File: src/rtl/meter_value_gen.sv
// Countdown value generator feeding the 4-digit seven-segment display driver.
// Button pulses adjust a 0..MAX_VAL count, sec_tick counts it down, and an FSM gates flashing.
module meter_value_gen #(
  parameter int unsigned MAX_VAL    = 9999,
  parameter int unsigned ADD_A      = 10,
  parameter int unsigned ADD_B      = 180,
  parameter int unsigned LOAD_A     = 15,
  parameter int unsigned LOAD_B     = 150,
  parameter int unsigned LOW_THRESH = 200
) (
  input  logic        slow_clk,
  input  logic        reset,
  input  logic        sec_tick,
  input  logic        btn_a,
  input  logic        btn_b,
  input  logic        btn_la,
  input  logic        btn_lb,
  input  logic        btn_mode,
  output logic [15:0] value,
  output logic        alt_mode,
  output logic        blank,
  output logic [1:0]  state
);

  typedef enum logic [1:0] {
    StIdle    = 2'b00,
    StRun     = 2'b01,
    StLow     = 2'b10,
    StExpired = 2'b11
  } state_e;

  state_e      state_q, state_d;
  logic [15:0] value_q, value_d;
  logic        alt_mode_q, alt_mode_d;
  logic        blank_q, blank_d;
  logic [4:0]  btn_prev_q, btn_prev_d;

  logic [4:0]  btn_now;
  logic [4:0]  btn_fire;
  logic [16:0] sum;
  logic [15:0] inter;

  // Bit order: {mode, lb, la, b, a}
  assign btn_now    = {btn_mode, btn_lb, btn_la, btn_b, btn_a};
  assign btn_fire   = btn_now & ~btn_prev_q;
  assign btn_prev_d = btn_now;

  // State register (reset overrides every simultaneous event)
  always_ff @(posedge slow_clk) begin
    if (reset) begin
      state_q    <= StIdle;
      value_q    <= '0;
      alt_mode_q <= 1'b0;
      blank_q    <= 1'b0;
      btn_prev_q <= '0;
    end else begin
      state_q    <= state_d;
      value_q    <= value_d;
      alt_mode_q <= alt_mode_d;
      blank_q    <= blank_d;
      btn_prev_q <= btn_prev_d;
    end
  end

  // Value datapath: load beats add; the tick decrement applies on top of either
  always_comb begin
    sum = {1'b0, value_q};
    if (btn_fire[0]) sum = sum + 17'(ADD_A);
    if (btn_fire[1]) sum = sum + 17'(ADD_B);

    if (btn_fire[3]) begin
      inter = 16'(LOAD_B);
    end else if (btn_fire[2]) begin
      inter = 16'(LOAD_A);
    end else if (sum > 17'(MAX_VAL)) begin
      inter = 16'(MAX_VAL);
    end else begin
      inter = sum[15:0];
    end

    value_d = inter;
    if (sec_tick && (state_q == StRun || state_q == StLow) && inter != 16'd0) begin
      value_d = inter - 16'd1;
    end

    alt_mode_d = alt_mode_q ^ btn_fire[4];
  end

  // Next-state logic, driven by the next value
  always_comb begin
    state_d = state_q;
    if (value_d == 16'd0) begin
      state_d = (state_q == StIdle) ? StIdle : StExpired;
    end else if (value_d < 16'(LOW_THRESH)) begin
      state_d = StLow;
    end else begin
      state_d = StRun;
    end
  end

  // Flash gating: LOW enters lit, EXPIRED enters dark, both toggle per tick while resident
  always_comb begin
    blank_d = 1'b0;
    unique case (state_d)
      StIdle, StRun: blank_d = 1'b0;
      StLow:         blank_d = (state_q == StLow) ? (blank_q ^ sec_tick) : 1'b0;
      StExpired:     blank_d = (state_q == StExpired) ? (blank_q ^ sec_tick) : 1'b1;
      default:       blank_d = 1'b0;
    endcase
  end

  assign value    = value_q;
  assign alt_mode = alt_mode_q;
  assign blank    = blank_q;
  assign state    = state_q;

endmodule

File: config.mk
export PLATFORM = sky130hd
export DESIGN_NAME = meter_value_gen
export DESIGN_NICKNAME = d
export VERILOG_FILES = /design/src/rtl/meter_value_gen.sv
export SDC_FILE = /design/constraint.sdc
export NUM_CORES = 1
export LEC_CHECK = 0
export ABC_AREA = 1
export BUFFER_PORTS_ARGS = -buffer_cell sky130_fd_sc_hd__buf_4
export CAP_MARGIN = 20
export CORE_MARGIN = 5
export CORE_UTILIZATION = 40
export DETAILED_ROUTE_END_ITERATION = 10
export GPL_ROUTABILITY_DRIVEN = 1
export PLACE_DENSITY = 0.58
export SLEW_MARGIN = 10
export SYNTH_ARGS = -nofsm -noshare
export SYNTH_HDL_FRONTEND = slang
export SYNTH_SLANG_ARGS = --single-unit
File: constraint.sdc
create_clock -name slow_clk -period 6.1 [get_ports slow_clk]
set_input_delay 1.22 -clock slow_clk [delete_from_list [all_inputs] [get_ports slow_clk]]
set_output_delay 1.22 -clock slow_clk [all_outputs]
set_load 0.03 [all_outputs]
==> out/results.md <==
| Result | Value |
|:---|:---|
| Run status | finished, final reports clean |
| WS Path Type | primary input to flip-flop |
| Leak pwr | 1.74 nW |
| Post-synth EDFFs | 0 |
| Yosys synthesis warning count | 0 |
| Data arrival time at the worst-slack endpoint | 4.87 ns |
| Starting DRC count in detailed routing | 175 |
| Layout-stage area growth over the synthesis result | 10.5% |
| Family with the most delay on the worst path | simple AND/OR/NAND/NOR gates |
| Share of cells above drive strength 1 | 0.185 |
| Mean area per synthesized cell | 5.87 um2 |
| Filler Cell Count | 828 |
| # Max-Cap Violations | 0 |
| Detailed-route wire length | 8330 um |
| Reg-to-reg endpoint | state[0] |
| Worst Tran Pin Value | 0.610 ns |
| Minimum setup slack after placement | 1.12 ns |
| Detailed-routing iteration count for the pre-antenna-repair pass | 4 |
| Core box area | 0.00718 mm2 |
| Final std cell area, no fill | 0.00322 mm2 |
| Net switching share of the total power | 0.450 |
| Via count of the first global-routing pass | 2,844 |
| Prevailing post-synth register cell | sky130_fd_sc_hd__dfxtp_1 |
| Clock Latency Late Sink | 0.26 ns |
| Area of the mapped netlist | 0.00291 mm2 |
| Max-slew violation total from the final report | 0 |
| Share of the core filled with cells in the final layout | 0.448 |
| Setup Fix Bufs, Post-CTS | 0 |
| Wire length of the first global-routing pass | 13,900 um |
| Post-layout minimum cycle time | 4.71 ns |
| Number of antenna violations at the first check in global routing | 0 |
| Start point of the worst hold path | alt_mode |
| Worst-path fanout max | 15 |
| Worst setup margin | 1.39 ns |
| Final global-route overflow total | 0 |
| Maximum resistive drop on vdd | 0.0959 mV |
| PostCTS Resize Cnt | 0 |
| Final-report hold violation count | 0 |
| Period utilisation layout | 0.772 |
| Placed instance count | 613 |
| Crit Reg-Reg Startpoint | value[2] |
| Critical path buffer and inverter count | 5 |
| Most used standard cells in the synthesized netlist | 155 x sky130_fd_sc_hd__nand2_1, 58 x sky130_fd_sc_hd__inv_1, 58 x sky130_fd_sc_hd__nor2_1, 53 x sky130_fd_sc_hd__nand3_1, 25 x sky130_fd_sc_hd__dfxtp_1 |
| # IOs | 28 |
| Share of power burned in combinational logic | 0.477 |
| Die W | 95.3 um |
| Final worst clock skew | 0.00151 ns |
| Maximum number of pins on one net before global-route repair | 26 |
| Number of standard cells in the final layout excluding fillers | 617 |
| Clock power share | 0.172 |
| Root buffer cell | sky130_fd_sc_hd__clkbuf_8 |
| Maximum cell stage delay along the critical path | 0.21 ns |
| Deepest clock path buffer count | 2 |
| Number of vias per cell after detailed routing | 5.05 |
| CTS sink cnt | 25 |
| Area fraction of the dominant cell type after synthesis | 0.200 |
| Portion of total power attributed to sequential cells | 0.350 |
| Hold Path Depth | 2 |
| Number of cells traversed by the worst register-to-register path | 34 |
| Antenna violation net count after detailed routing | 0 |
| GR Util All Layers | 0.194 |
| Nets in the synthesized netlist | 511 |
| Synthesized netlist cell count | 496 |
| Post-synth cell types | 37 |
| CTS tree | built |
| Most area-hungry cell type in the Yosys netlist | sky130_fd_sc_hd__nand2_1 |
| Crit path max-delay cell type | sky130_fd_sc_hd__ha_1 |
| Power per unit of standard cell area | 174 mW/mm2 |
| Internal power summed over all cells | 308 uW |
| Post-detailed-route wirelength per cell | 13.5 um |
| Final setup violation count | 0 |
| Via total after detailed routing | 3,118 |
| Achievable Freq | 0.212 GHz |
| Required time worst endpoint | 6.25 ns |
| Final HPWL from detailed placement | 7020 um |
| Hold worst-path end | alt_mode |
| Kind of capture point of the worst setup path | flip-flop |
| Sequential-to-total area share from yosys stat | 0.172 |
| Power after layout | 560 uW |
| Worst slew margin relative to its limit | 0.592 |
| Hold WS | 0.497 ns |
| DRC violations left | 0 |
| Clk slew on worst S/H paths | 0.08 ns |
| R2r setup slk | 1.77 ns |
| Unrepaired setup endpoints after global routing | false |
| Number of buffers added by the clock tree synthesis step | 3 |
| Floorplan die area | 0.00908 mm2 |
| Count of input and output buffers | 27 |
| CP most frequent cell | sky130_fd_sc_hd__nand2_1 |
| Most instantiated library cell after synthesis | sky130_fd_sc_hd__nand2_1 |
| Initial standard-cell utilization of the core | 0.405 |
| Cts hold-fix bufs | 0 |
| Path category of the worst min-delay check | flip-flop to flip-flop |
| Ranking of synthesized cells by area | sky130_fd_sc_hd__nand2_1 20%, sky130_fd_sc_hd__dfxtp_1 17%, sky130_fd_sc_hd__nand3_1 9.1%, sky130_fd_sc_hd__inv_1 7.5%, sky130_fd_sc_hd__nor2_1 7.5% |
| Diodes inserted | 0 |
| Startpoint types | primary input |
| Sum of negative setup slack | 0 ns |
| Number of flip-flops and latches in the synthesized netlist | 25 |
| GPL Wtd Cong | 0.998 |
| Placement Cell Area | 0.00317 mm2 |
| Sw power | 252 uW |
| Chip height | 95.3 um |
| Number of cell rows | 31 |
| H-tree level count | 1 |
| Async SR Flop Fraction | 0 |
| Layout Nets | 534 |
==> power groups by stage <==
| stage | Combinational [mW] | Clock [mW] | Sequential (mW) |
|---|---|---|---|
| CTS | 0.267 | 0.0994 | 0.196 |
| global route | 0.299 | 0.110 | 0.199 |
| finish | 0.267 | 0.0965 | 0.196 |
| detailed placement | 0.265 | 0 | 0.199 |
| floorplan | 0.182 | 0 | 0.216 |
| global placement | 0.264 | 0 | 0.199 |
==> layer usage <==
| layer | global-route usage | part of all wire | vias to the layer above |
|---|---|---|---|
| met1 | 0.253 | 0.47 | 1421 |
| li1 | - | - | 1623 |
| met3 | 0.0103 | 0.025 | 10 |
| met2 | 0.354 | 0.48 | 64 |
| met5 | 0 | 0 | - |
| met4 | 0.0337 | 0.016 | 0 |
==> state kept, by name, indices dropped and copies added, names as in the netlist <==
register    flops
btn_prev_q      5
blank           1
alt_mode        1
state           2
value          16
==> cell families after synthesis <==
group / Yosys count / synth area share
buffers and inverters: 83 / 0.120
XOR/XNOR: 5 / 0.0151
flip-flops: 25 / 0.172
AO/OA/AOI/OAI: 35 / 0.0723
AND/OR/NAND/NOR: 341 / 0.590
adder cells (fa/ha/maj): 7 / 0.0301
==> worst min-delay path: stages, from the launching register on <==
cell and delay, ns:
sky130_fd_sc_hd__dfxtp_1 0.33, sky130_fd_sc_hd__o21ai_0 0.07, sky130_fd_sc_hd__a21oi_1 0.06
==> cell usage in the layout (no fill, tap or decap), drive strengths merged, types with 3 or more instances in the layout <==
cell / n
nand2: 173
a21oi: 17
inv: 72
o21ai: 7
nor3: 3
nor2: 70
nand4: 17
dfxtp: 25
clkbuf: 3
nand3: 70
ha: 7
nand3b: 5
xor2: 4
buf: 28
o21bai: 4
o211ai: 4
==> worst max path at each step <==
stage / start / endpoint / slack [ns] / cells after the start
global placement: btn_b / state[0] / 1.23 / 25
finish: btn_a / state[0] / 1.39 / 34
floorplan: btn_a / blank / 1.72 / 32
detailed placement: btn_b / state[0] / 1.12 / 27
global route: btn_b / state[1] / 0.94 / 24
CTS: btn_a / state[0] / 1.40 / 34
==> area by class of cell <==
class                   instances  area (um2)  share of cell area
clock inverters                 1        7.51             0.00233
repair buffers                 28         210              0.0654
inverters                      73         274              0.0852
clock buffers                   3        41.3              0.0128
multi-input cells             388        2060               0.640
flip-flops and latches         25         500               0.156
well taps                      99         124              0.0385
Power figures use the tool's default switching activity.
